**src/rtl/branch_resolve.sv**
```systemverilog
// Resolves 8086 Jcc / LOOPcc / JCXZ transfers from a captured flag word.
// Operands are snapshotted on acceptance; results are presented with a one-cycle done pulse.
module branch_resolve #(
  parameter bit EARLY_JCC = 1'b0
) (
  input  logic        iClk,
  input  logic        iRst,
  input  logic        iReq,
  input  logic [1:0]  iKind,
  input  logic [3:0]  iCond,
  input  logic [1:0]  iLoopSel,
  input  logic [15:0] iFlags,
  input  logic [15:0] iCX,
  input  logic [15:0] iIP,
  input  logic [7:0]  iDisp,
  output logic        oBusy,
  output logic        oDone,
  output logic        oTaken,
  output logic [15:0] oNewIP,
  output logic        oCXWr,
  output logic [15:0] oCX
);

  localparam int unsigned W_DATA = 16;
  localparam int unsigned W_DISP = 8;

  localparam logic [1:0] KIND_JCC  = 2'd0;
  localparam logic [1:0] KIND_LOOP = 2'd1;
  localparam logic [1:0] KIND_JCXZ = 2'd2;

  localparam logic [1:0] SEL_LOOPNZ = 2'd0;
  localparam logic [1:0] SEL_LOOPZ  = 2'd1;
  localparam logic [1:0] SEL_LOOP   = 2'd2;

  typedef enum logic [1:0] {
    S_IDLE = 2'd0,
    S_CAPT = 2'd1,
    S_EVAL = 2'd2,
    S_DONE = 2'd3
  } state_t;

  state_t              state_q, state_d;
  logic [1:0]          kind_q, kind_d;
  logic [3:0]          cond_q, cond_d;
  logic [1:0]          sel_q, sel_d;
  logic                of_q, of_d, sf_q, sf_d, zf_q, zf_d, pf_q, pf_d, cf_q, cf_d;
  logic [W_DATA-1:0]   cx_q, cx_d;
  logic [W_DATA-1:0]   ip_q, ip_d;
  logic [W_DISP-1:0]   disp_q, disp_d;
  logic [W_DATA-1:0]   cx_dec_q, cx_dec_d;
  logic                wr_pend_q, wr_pend_d;
  logic                busy_q, busy_d;
  logic                done_q, done_d;
  logic                taken_q, taken_d;
  logic [W_DATA-1:0]   new_ip_q, new_ip_d;
  logic                cxwr_q, cxwr_d;
  logic [W_DATA-1:0]   cx_out_q, cx_out_d;

  logic                jcc_base_c;
  logic                res_taken_c;
  logic                res_wr_c;
  logic [W_DATA-1:0]   res_ip_c;
  logic                unused_flags_c;

  assign unused_flags_c = ^{iFlags[15:12], iFlags[10:8], iFlags[5:3], iFlags[1]};

  // Condition evaluation on the captured operands.
  always_comb begin
    jcc_base_c  = 1'b0;
    res_taken_c = 1'b0;
    res_wr_c    = 1'b0;
    unique case (cond_q[3:1])
      3'd0: jcc_base_c = of_q;
      3'd1: jcc_base_c = cf_q;
      3'd2: jcc_base_c = zf_q;
      3'd3: jcc_base_c = cf_q | zf_q;
      3'd4: jcc_base_c = sf_q;
      3'd5: jcc_base_c = pf_q;
      3'd6: jcc_base_c = sf_q ^ of_q;
      3'd7: jcc_base_c = (sf_q ^ of_q) | zf_q;
    endcase
    case (kind_q)
      KIND_JCC: res_taken_c = jcc_base_c ^ cond_q[0];
      KIND_LOOP: begin
        case (sel_q)
          SEL_LOOPNZ: begin
            res_wr_c    = 1'b1;
            res_taken_c = (cx_dec_q != '0) & ~zf_q;
          end
          SEL_LOOPZ: begin
            res_wr_c    = 1'b1;
            res_taken_c = (cx_dec_q != '0) & zf_q;
          end
          SEL_LOOP: begin
            res_wr_c    = 1'b1;
            res_taken_c = (cx_dec_q != '0);
          end
          default: ;
        endcase
      end
      KIND_JCXZ: res_taken_c = (cx_q == '0);
      default: ;
    endcase
    res_ip_c = res_taken_c
             ? W_DATA'(ip_q + {{(W_DATA-W_DISP){disp_q[W_DISP-1]}}, disp_q})
             : ip_q;
  end

  // Next-state and registered-output logic.
  always_comb begin
    state_d   = state_q;
    kind_d    = kind_q;
    cond_d    = cond_q;
    sel_d     = sel_q;
    of_d      = of_q;
    sf_d      = sf_q;
    zf_d      = zf_q;
    pf_d      = pf_q;
    cf_d      = cf_q;
    cx_d      = cx_q;
    ip_d      = ip_q;
    disp_d    = disp_q;
    cx_dec_d  = cx_dec_q;
    wr_pend_d = wr_pend_q;
    taken_d   = taken_q;
    new_ip_d  = new_ip_q;
    cx_out_d  = cx_out_q;
    done_d    = 1'b0;
    cxwr_d    = 1'b0;
    unique case (state_q)
      S_IDLE: begin
        if (iReq) begin
          kind_d  = iKind;
          cond_d  = iCond;
          sel_d   = iLoopSel;
          of_d    = iFlags[11];
          sf_d    = iFlags[7];
          zf_d    = iFlags[6];
          pf_d    = iFlags[2];
          cf_d    = iFlags[0];
          cx_d    = iCX;
          ip_d    = iIP;
          disp_d  = iDisp;
          state_d = S_CAPT;
        end
      end
      S_CAPT: begin
        cx_dec_d = W_DATA'(cx_q - W_DATA'(1));
        // Jcc never needs cx_dec, so it may resolve straight from CAPT.
        if (EARLY_JCC && (kind_q == KIND_JCC)) begin
          taken_d   = res_taken_c;
          new_ip_d  = res_ip_c;
          wr_pend_d = 1'b0;
          state_d   = S_DONE;
        end else begin
          state_d = S_EVAL;
        end
      end
      S_EVAL: begin
        taken_d   = res_taken_c;
        new_ip_d  = res_ip_c;
        wr_pend_d = res_wr_c;
        if (res_wr_c) begin
          cx_out_d = cx_dec_q;
        end
        state_d = S_DONE;
      end
      S_DONE: begin
        done_d    = 1'b1;
        cxwr_d    = wr_pend_q;
        wr_pend_d = 1'b0;
        state_d   = S_IDLE;
      end
      default: state_d = S_IDLE;
    endcase
    busy_d = (state_d != S_IDLE);
  end

  always_ff @(posedge iClk) begin
    if (iRst) begin
      state_q   <= S_IDLE;
      kind_q    <= '0;
      cond_q    <= '0;
      sel_q     <= '0;
      of_q      <= 1'b0;
      sf_q      <= 1'b0;
      zf_q      <= 1'b0;
      pf_q      <= 1'b0;
      cf_q      <= 1'b0;
      cx_q      <= '0;
      ip_q      <= '0;
      disp_q    <= '0;
      cx_dec_q  <= '0;
      wr_pend_q <= 1'b0;
      busy_q    <= 1'b0;
      done_q    <= 1'b0;
      taken_q   <= 1'b0;
      new_ip_q  <= '0;
      cxwr_q    <= 1'b0;
      cx_out_q  <= '0;
    end else begin
      state_q   <= state_d;
      kind_q    <= kind_d;
      cond_q    <= cond_d;
      sel_q     <= sel_d;
      of_q      <= of_d;
      sf_q      <= sf_d;
      zf_q      <= zf_d;
      pf_q      <= pf_d;
      cf_q      <= cf_d;
      cx_q      <= cx_d;
      ip_q      <= ip_d;
      disp_q    <= disp_d;
      cx_dec_q  <= cx_dec_d;
      wr_pend_q <= wr_pend_d;
      busy_q    <= busy_d;
      done_q    <= done_d;
      taken_q   <= taken_d;
      new_ip_q  <= new_ip_d;
      cxwr_q    <= cxwr_d;
      cx_out_q  <= cx_out_d;
    end
  end

  assign oBusy  = busy_q;
  assign oDone  = done_q;
  assign oTaken = taken_q;
  assign oNewIP = new_ip_q;
  assign oCXWr  = cxwr_q;
  assign oCX    = cx_out_q;

endmodule

```
**config.mk**
```make
export PLATFORM = sky130hd
export DESIGN_NAME = branch_resolve
export DESIGN_NICKNAME = d
export VERILOG_FILES = /design/src/rtl/branch_resolve.sv
export SDC_FILE = /design/constraint.sdc
export NUM_CORES = 1
export LEC_CHECK = 0
export ABC_AREA = 0
export BUFFER_PORTS_ARGS = -buffer_cell sky130_fd_sc_hd__clkbuf_2
export CORE_MARGIN = 3
export CORE_UTILIZATION = 50
export CTS_BUF_LIST = sky130_fd_sc_hd__clkbuf_4
export DETAILED_ROUTE_END_ITERATION = 6
export PLACE_DENSITY = 0.76
export SLEW_MARGIN = 20
export SYNTH_ARGS = -nofsm -noshare
export SYNTH_HDL_FRONTEND = slang
export SYNTH_SLANG_ARGS = --single-unit
```
**constraint.sdc**
```tcl
create_clock -name iClk -period 2.63 [get_ports iClk]
set_clock_uncertainty 0.15 [all_clocks]
set_input_delay 0.526 -clock iClk [delete_from_list [all_inputs] [get_ports iClk]]
set_output_delay 0.526 -clock iClk [all_outputs]
set_load 0.1 [all_outputs]
```
[After elaboration in Yosys (flattened, before gate mapping)]
Cells that the tools add are included.
Cells by class
  $add $sub $neg: 2
  multiply operators: 0
  div/mod/pow operators: 0
  magnitude comparators: 0
  equal/unequal tests: 14
  shift-type cells: 0
  multiplexer cells: 10
  bitwise gates (word level): 8
  reduce and logical (&&, ||, !) cells: 12
Operator list (count)
  adder 16 bit: 1
  logical NOT 16 bit: 1
  2-to-1 mux 16 bit: 1
  nonzero test 16 bit: 1
  subtractor 16 x 1 -> 16 bit (second input constant): 1
  == test 3 bit (second input constant): 4
  == test 2 bit (second input constant): 4
  case mux 1 bit (8 select lines): 1
  case mux 2 bit (4 select lines): 1
  == test 2 x 1 -> 1 bit (second input constant): 3
  == test 3 x 2 -> 1 bit (second input constant): 2
  logical NOT 2 bit: 3
  case mux 1 bit (3 select lines): 2
  AND reduction 2 bit: 2
  nonzero test 2 bit: 2
  == test 3 x 1 -> 1 bit (second input constant): 1
  logical NOT 3 bit: 1
  2-to-1 mux 1 bit: 3
  OR reduction 3 bit: 1
  AND 1 bit: 2
  2-to-1 mux 2 bit: 1
  NOT 1 bit: 2
  OR 1 bit: 2
  case mux 1 bit (2 select lines): 1
  other kinds (2): 3
Storage, ports and cells
  register bits after elaboration: 108
  bits in latches: 0
  bits in writable memories: 0
  bits in read-only memories: 0
  bits of input ports: 67
  output and inout port bits: 36
  word-level logic and storage cells: 66
  memories kept: 0

[Longest topological paths before layout]
  word-level depth: 6
  mapped depth: 11
  depth with buffers taken out: 10

[Worst setup path before layout]
Ideal clock, no wire load.
  kind: register -> register
  start point: register disp_q[7]
  end point: register new_ip_q[15] (netlist: oNewIP[15])
  setup time: 0.091 ns
  arrival time: 2.544 ns
  required time: 2.389 ns
  path slack: -0.155 ns
  stages on the path, launching flop included: 9
  path buffers: 0
  period minus slack after synthesis: 2.785 ns
  path through: dfxtp_1 ha_1 a21o_1 a221oi_1 nand2_1 o31ai_1 xor2_1 or3_1 a311oi_1
Between the ends
  word-level cells in the longest chain between the ends: 2
RTL lines
  from (decl): line 49  | logic [W_DISP-1:0] disp_q, disp_d;
  from (signal assigned): line 213  | disp_q <= disp_d;
  adder 16 bit: line 105  | ? W_DATA'(ip_q + {{(W_DATA-W_DISP){disp_q[W_DISP-1]}}, disp_q})
  2-to-1 mux 16 bit: line 105
  to (signal assigned): line 219  | new_ip_q <= new_ip_d;
  to (decl): line 55  | logic [W_DATA-1:0] new_ip_q, new_ip_d;
No other way between the ends.
A chain may end at the register's enable or synchronous reset.

[Worst setup path after layout]
  start point: register cx_q[0]
  end point: register new_ip_q[15] (netlist: oNewIP[15])
Between the ends
  word-level cells in the longest chain between the ends: 3
RTL lines
  from (decl): line 47  | logic [W_DATA-1:0] cx_q, cx_d;
  from (signal assigned): line 190  | cx_q <= '0;
  from (signal assigned): line 211  | cx_q <= cx_d;
  logical NOT 16 bit: line 101  | KIND_JCXZ: res_taken_c = (cx_q == '0);
  case mux 1 bit (3 select lines): line 82  | case (kind_q)
  2-to-1 mux 16 bit: line 105
No other way between the ends.

==> out/metrics.csv <==
stage,metric,value,unit
synthesis,Synth Area in Compound Gates,18.9,%
timing,setup violators final,2,
grt,antenna violations before repair,0,
synthesis,top-count cell post-synth,nand2_1,
clock_network,H-tree level count,3,
grt,global-route wire length before repair,19.5,mm
grt,gr usage total,20.7,%
power,Leak,2.59,nW
timing,Tmin final,2.65,ns
synthesis,Synth Area in Adders,5.29,%
detailed_routing,Pre-Repair DR Iteration Count,5,
clock_network,CTS Hold Bufs,0,
grt,pin count of the biggest net entering global routing,54,
finish,synthesis-to-finish area growth,22.1,%
timing,FMAX,0.377,GHz
clock_network,# clock sinks,108,
timing,setup ws final,-0.0214,ns
timing,Setup TNS,-0.0287,ns
power,power per cell area,1000,mW/mm2
synthesis,post-synthesis simple-gate area fraction,22.1,%
placement,gp weighted congestion,0.856,
synthesis,ys flop type,dfxtp_1,
finish,layout cells sized above 1,26.9,%
clock_network,total CTS buffers,9,
grt,vias in the first global route,4277,
die,DIE HEIGHT,107,um
synthesis,Post-synth EDFFs,0,
clock_network,Worst-Skew Late Latency,0.46,ns
setup_path,CP Class,reg -> reg,
synthesis,count of cell types in the netlist,61,
synthesis,Netlist Area Pre-Place,0.00511,mm2
die,cell row count,36,
setup_path,Worst setup SP type,register,
die,die area,0.0115,mm2
synthesis,largest family of logic cells by synthesized area,simple AND/OR/NAND/NOR gates,
synthesis,total number of yosys warnings,0,
clock_network,Clock Root Buffer,clkbuf_4,
clock_network,TritonCTS clock tree,yes,
status,outcome,finished with violations,
synthesis,Post-Syn Nets,710,
placement,IO Port Bufs,91,
power,Pint,3.43,mW
detailed_routing,drc violations,0,
synthesis,#FFs+latches synth,108,
worst_hold_path,hold crit path type,in -> reg,
timing,fin. max-slew vios,0,
clock_network,Worst-path clk slew,0.19,ns
synthesis,synthesized instance count,622,
setup_path,CP max stage delay,0.43,ns
die,Die Width,107,um
synthesis,post-synth top area cell,dfxtp_1,
setup_path,kind of end point of the critical path,register,
power,Sw Pwr,2.82,mW
timing,worst slew pin tran,0.806,ns
finish,nets,826,
power,Max VDD drop,0.787,mV
finish,antenna cell count,0,
setup_path,Worst EP required,2.86,ns
synthesis,Yosys top cell area share,42.3,%
synthesis,Synth top cells by count,"nand2_1 (157), dfxtp_1 (108), a21oi_1 (81), nor2_1 (41), clkbuf_1 (27)",
finish,Fillers,868,
setup_path,CP Cell Sequence,inv_2 > ha_4 > or3b_4 > or4_4 > nor3_2 > a311o_2 > nor3_4 > or3_1 > a311oi_2,
timing,final hold viol count,0,
die,initial core utilization,51.8,%
detailed_routing,vias after detailed routing,4638,
timing,Slew HR,46.2,%
timing,fin crit share,101,%
setup_path,slowest stage cell on the critical path,or4_4,
synthesis,top post-synthesis cells by area,"dfxtp_1 (42%), nand2_1 (12%), a21oi_1 (7.9%), ha_1 (4.9%), a211oi_1 (3.5%)",
power,sequential power share,36.4,%
die,core footprint,0.00986,mm2
detailed_routing,Final Routed Wirelength,11.9,mm
detailed_routing,vias per cell,5.29,
timing,RSZ-0062 raised after global routing,yes,
detailed_routing,DRT antenna net count,0,
status,failing checks,setup timing,
detailed_routing,per-cell routed wire length,13.6,um
synthesis,ys async rst share,0,%
timing,hold_ws,0.100,ns
synthesis,syn avg cell area,8.21,um2
clock_network,Max Buffers Root-to-Sink,2,
die,# IOs,103,
placement,DPL Wire Length,8.73,mm
power,clock power share,13.4,%
detailed_routing,DR iter-0 viols,293,
setup_path,Critical Path Fanout Max,5,
power,Sw Ratio,45.2,%
setup_path,CP arrival,2.88,ns
grt,gr ovfl total,0,
synthesis,mux cell area share after synthesis,2.77,%
power,Combinational Power Share,50.2,%
synthesis,xor and xnor area share after synthesis,3.60,%
run,maxcap violations,0,
synthesis,sequential share of the synthesized area,42.3,%
per-layer routing:
metal	track usage [%]	up-vias	part of all wire, %
li1	-	2392	-
met1	28.2	2117	47
met5	0	-	0
met3	2.95	15	4.4
met2	34.5	114	47
met4	5.21	0	1.3
repair_timing:
| item | 4_1_cts | 5_1_grt |
|---|---|---|
| endpoints found under the setup margin | 9 | 17 |
| buffers inserted | 1 | 5 |
| pin swaps | 3 | 6 |
| gates resized for setup | 2 | 30 |
cell families after synthesis:
kind of cell | after synthesis
DFF | 108
AOI/OAI and AO/OA | 154
muxes | 14
buffers and inverters | 51
adders and majority gates | 21
and+or+nand+nor | 253
xor gates and xnor gates | 21
state kept, by name, summed over array words and instances, names as in the netlist:
name / flops
cx_dec_q: 16
cx_q: 16
ip_q: 16
oCX: 16
oNewIP: 16
disp_q: 8
cond_q: 4
kind_q: 2
sel_q: 2
state_q: 2
cf_q: 1
oBusy: 1
oCXWr: 1
oDone: 1
oTaken: 1
of_q: 1
pf_q: 1
sf_q: 1
wr_pend_q: 1
zf_q: 1
through the flow:
stage	total power, mW	util (%)	cells	worst slack (ns)	instance area (um2)
2_1_floorplan	4.44	-	622	0.00466	5110
5_1_grt	6.65	63.2	876	-0.105	6230
6_report	6.25	63.2	876	-0.0214	6230
3_3_place_gp	5.13	59.9	854	-0.0432	5910
4_1_cts	6.09	61.6	871	-0.0460	6080
3_5_place_dp	5.22	59.9	854	-0.0537	5910
power groups by stage:
stage / combinational (mW) / clock (mW) / sequential (mW)
finish: 3.13 / 0.836 / 2.28
global route: 3.41 / 0.929 / 2.32
CTS: 3.01 / 0.854 / 2.23
detailed placement: 2.96 / 0 / 2.27
global placement: 2.88 / 0 / 2.24
floorplan: 1.58 / 0 / 2.86
worst max-delay path, delay by kind of cell (launching register included):
family	cells	cell delay, ns
and+or+nand+nor	5	1.46
AOI/OAI and AO/OA	2	0.43
DFF	1	0.35
adders and majority gates	1	0.13
buffers and inverters	1	0.07
final timing paths:
path / depth (start not counted) / to / start / slack [ns]
worst max-delay path: 9 / oNewIP[15] / cx_q[0] / -0.02
worst min-delay path: 3 / cx_q[8] / iCX[8] / 0.10
worst max register to register: 9 / oNewIP[15] / cx_q[0] / -0.02
worst min register to register: 2 / oCX[8] / oCX[8] / 0.32
area by class of cell:
type | instances | area [um2] | area share, %
Clock buffer | 9 | 67.6 | 1.08
Clock inverter | 7 | 80.1 | 1.28
Inverter | 14 | 52.6 | 0.843
Multi-Input combinational cell | 463 | 2810 | 45.1
Sequential cell | 108 | 2180 | 34.9
Tap cell | 133 | 166 | 2.67
Timing Repair Buffer | 142 | 882 | 14.1
placed cells by master, fill, tap and decap left out, types with 3 or more instances in the layout:
cell type  synthesis  layout
nand2_1          157     157
dfxtp_1          108     100
clkbuf_2           0      90
a21oi_1           81      80
buf_4              0      48
nor2_1            41      41
a211oi_1          24      23
ha_1              20      18
xnor2_1           14      14
mux2i_1           13      13
inv_1             14      11
o21ai_0           11      11
clkbuf_4           0       9
nor2b_1            8       8
xor2_1             7       7
nor3b_1            6       6
nor3_1             6       6
dfxtp_2            0       6
a311oi_1           6       5
o31ai_1            5       4
inv_2              0       3
and3_1             3       3
or4_4              2       3
nor4_2             0       3
o21a_1             3       3
a21o_1             3       3
a311oi_2           2       3
buf_12             0       3
(Power assumes the default switching activity.)
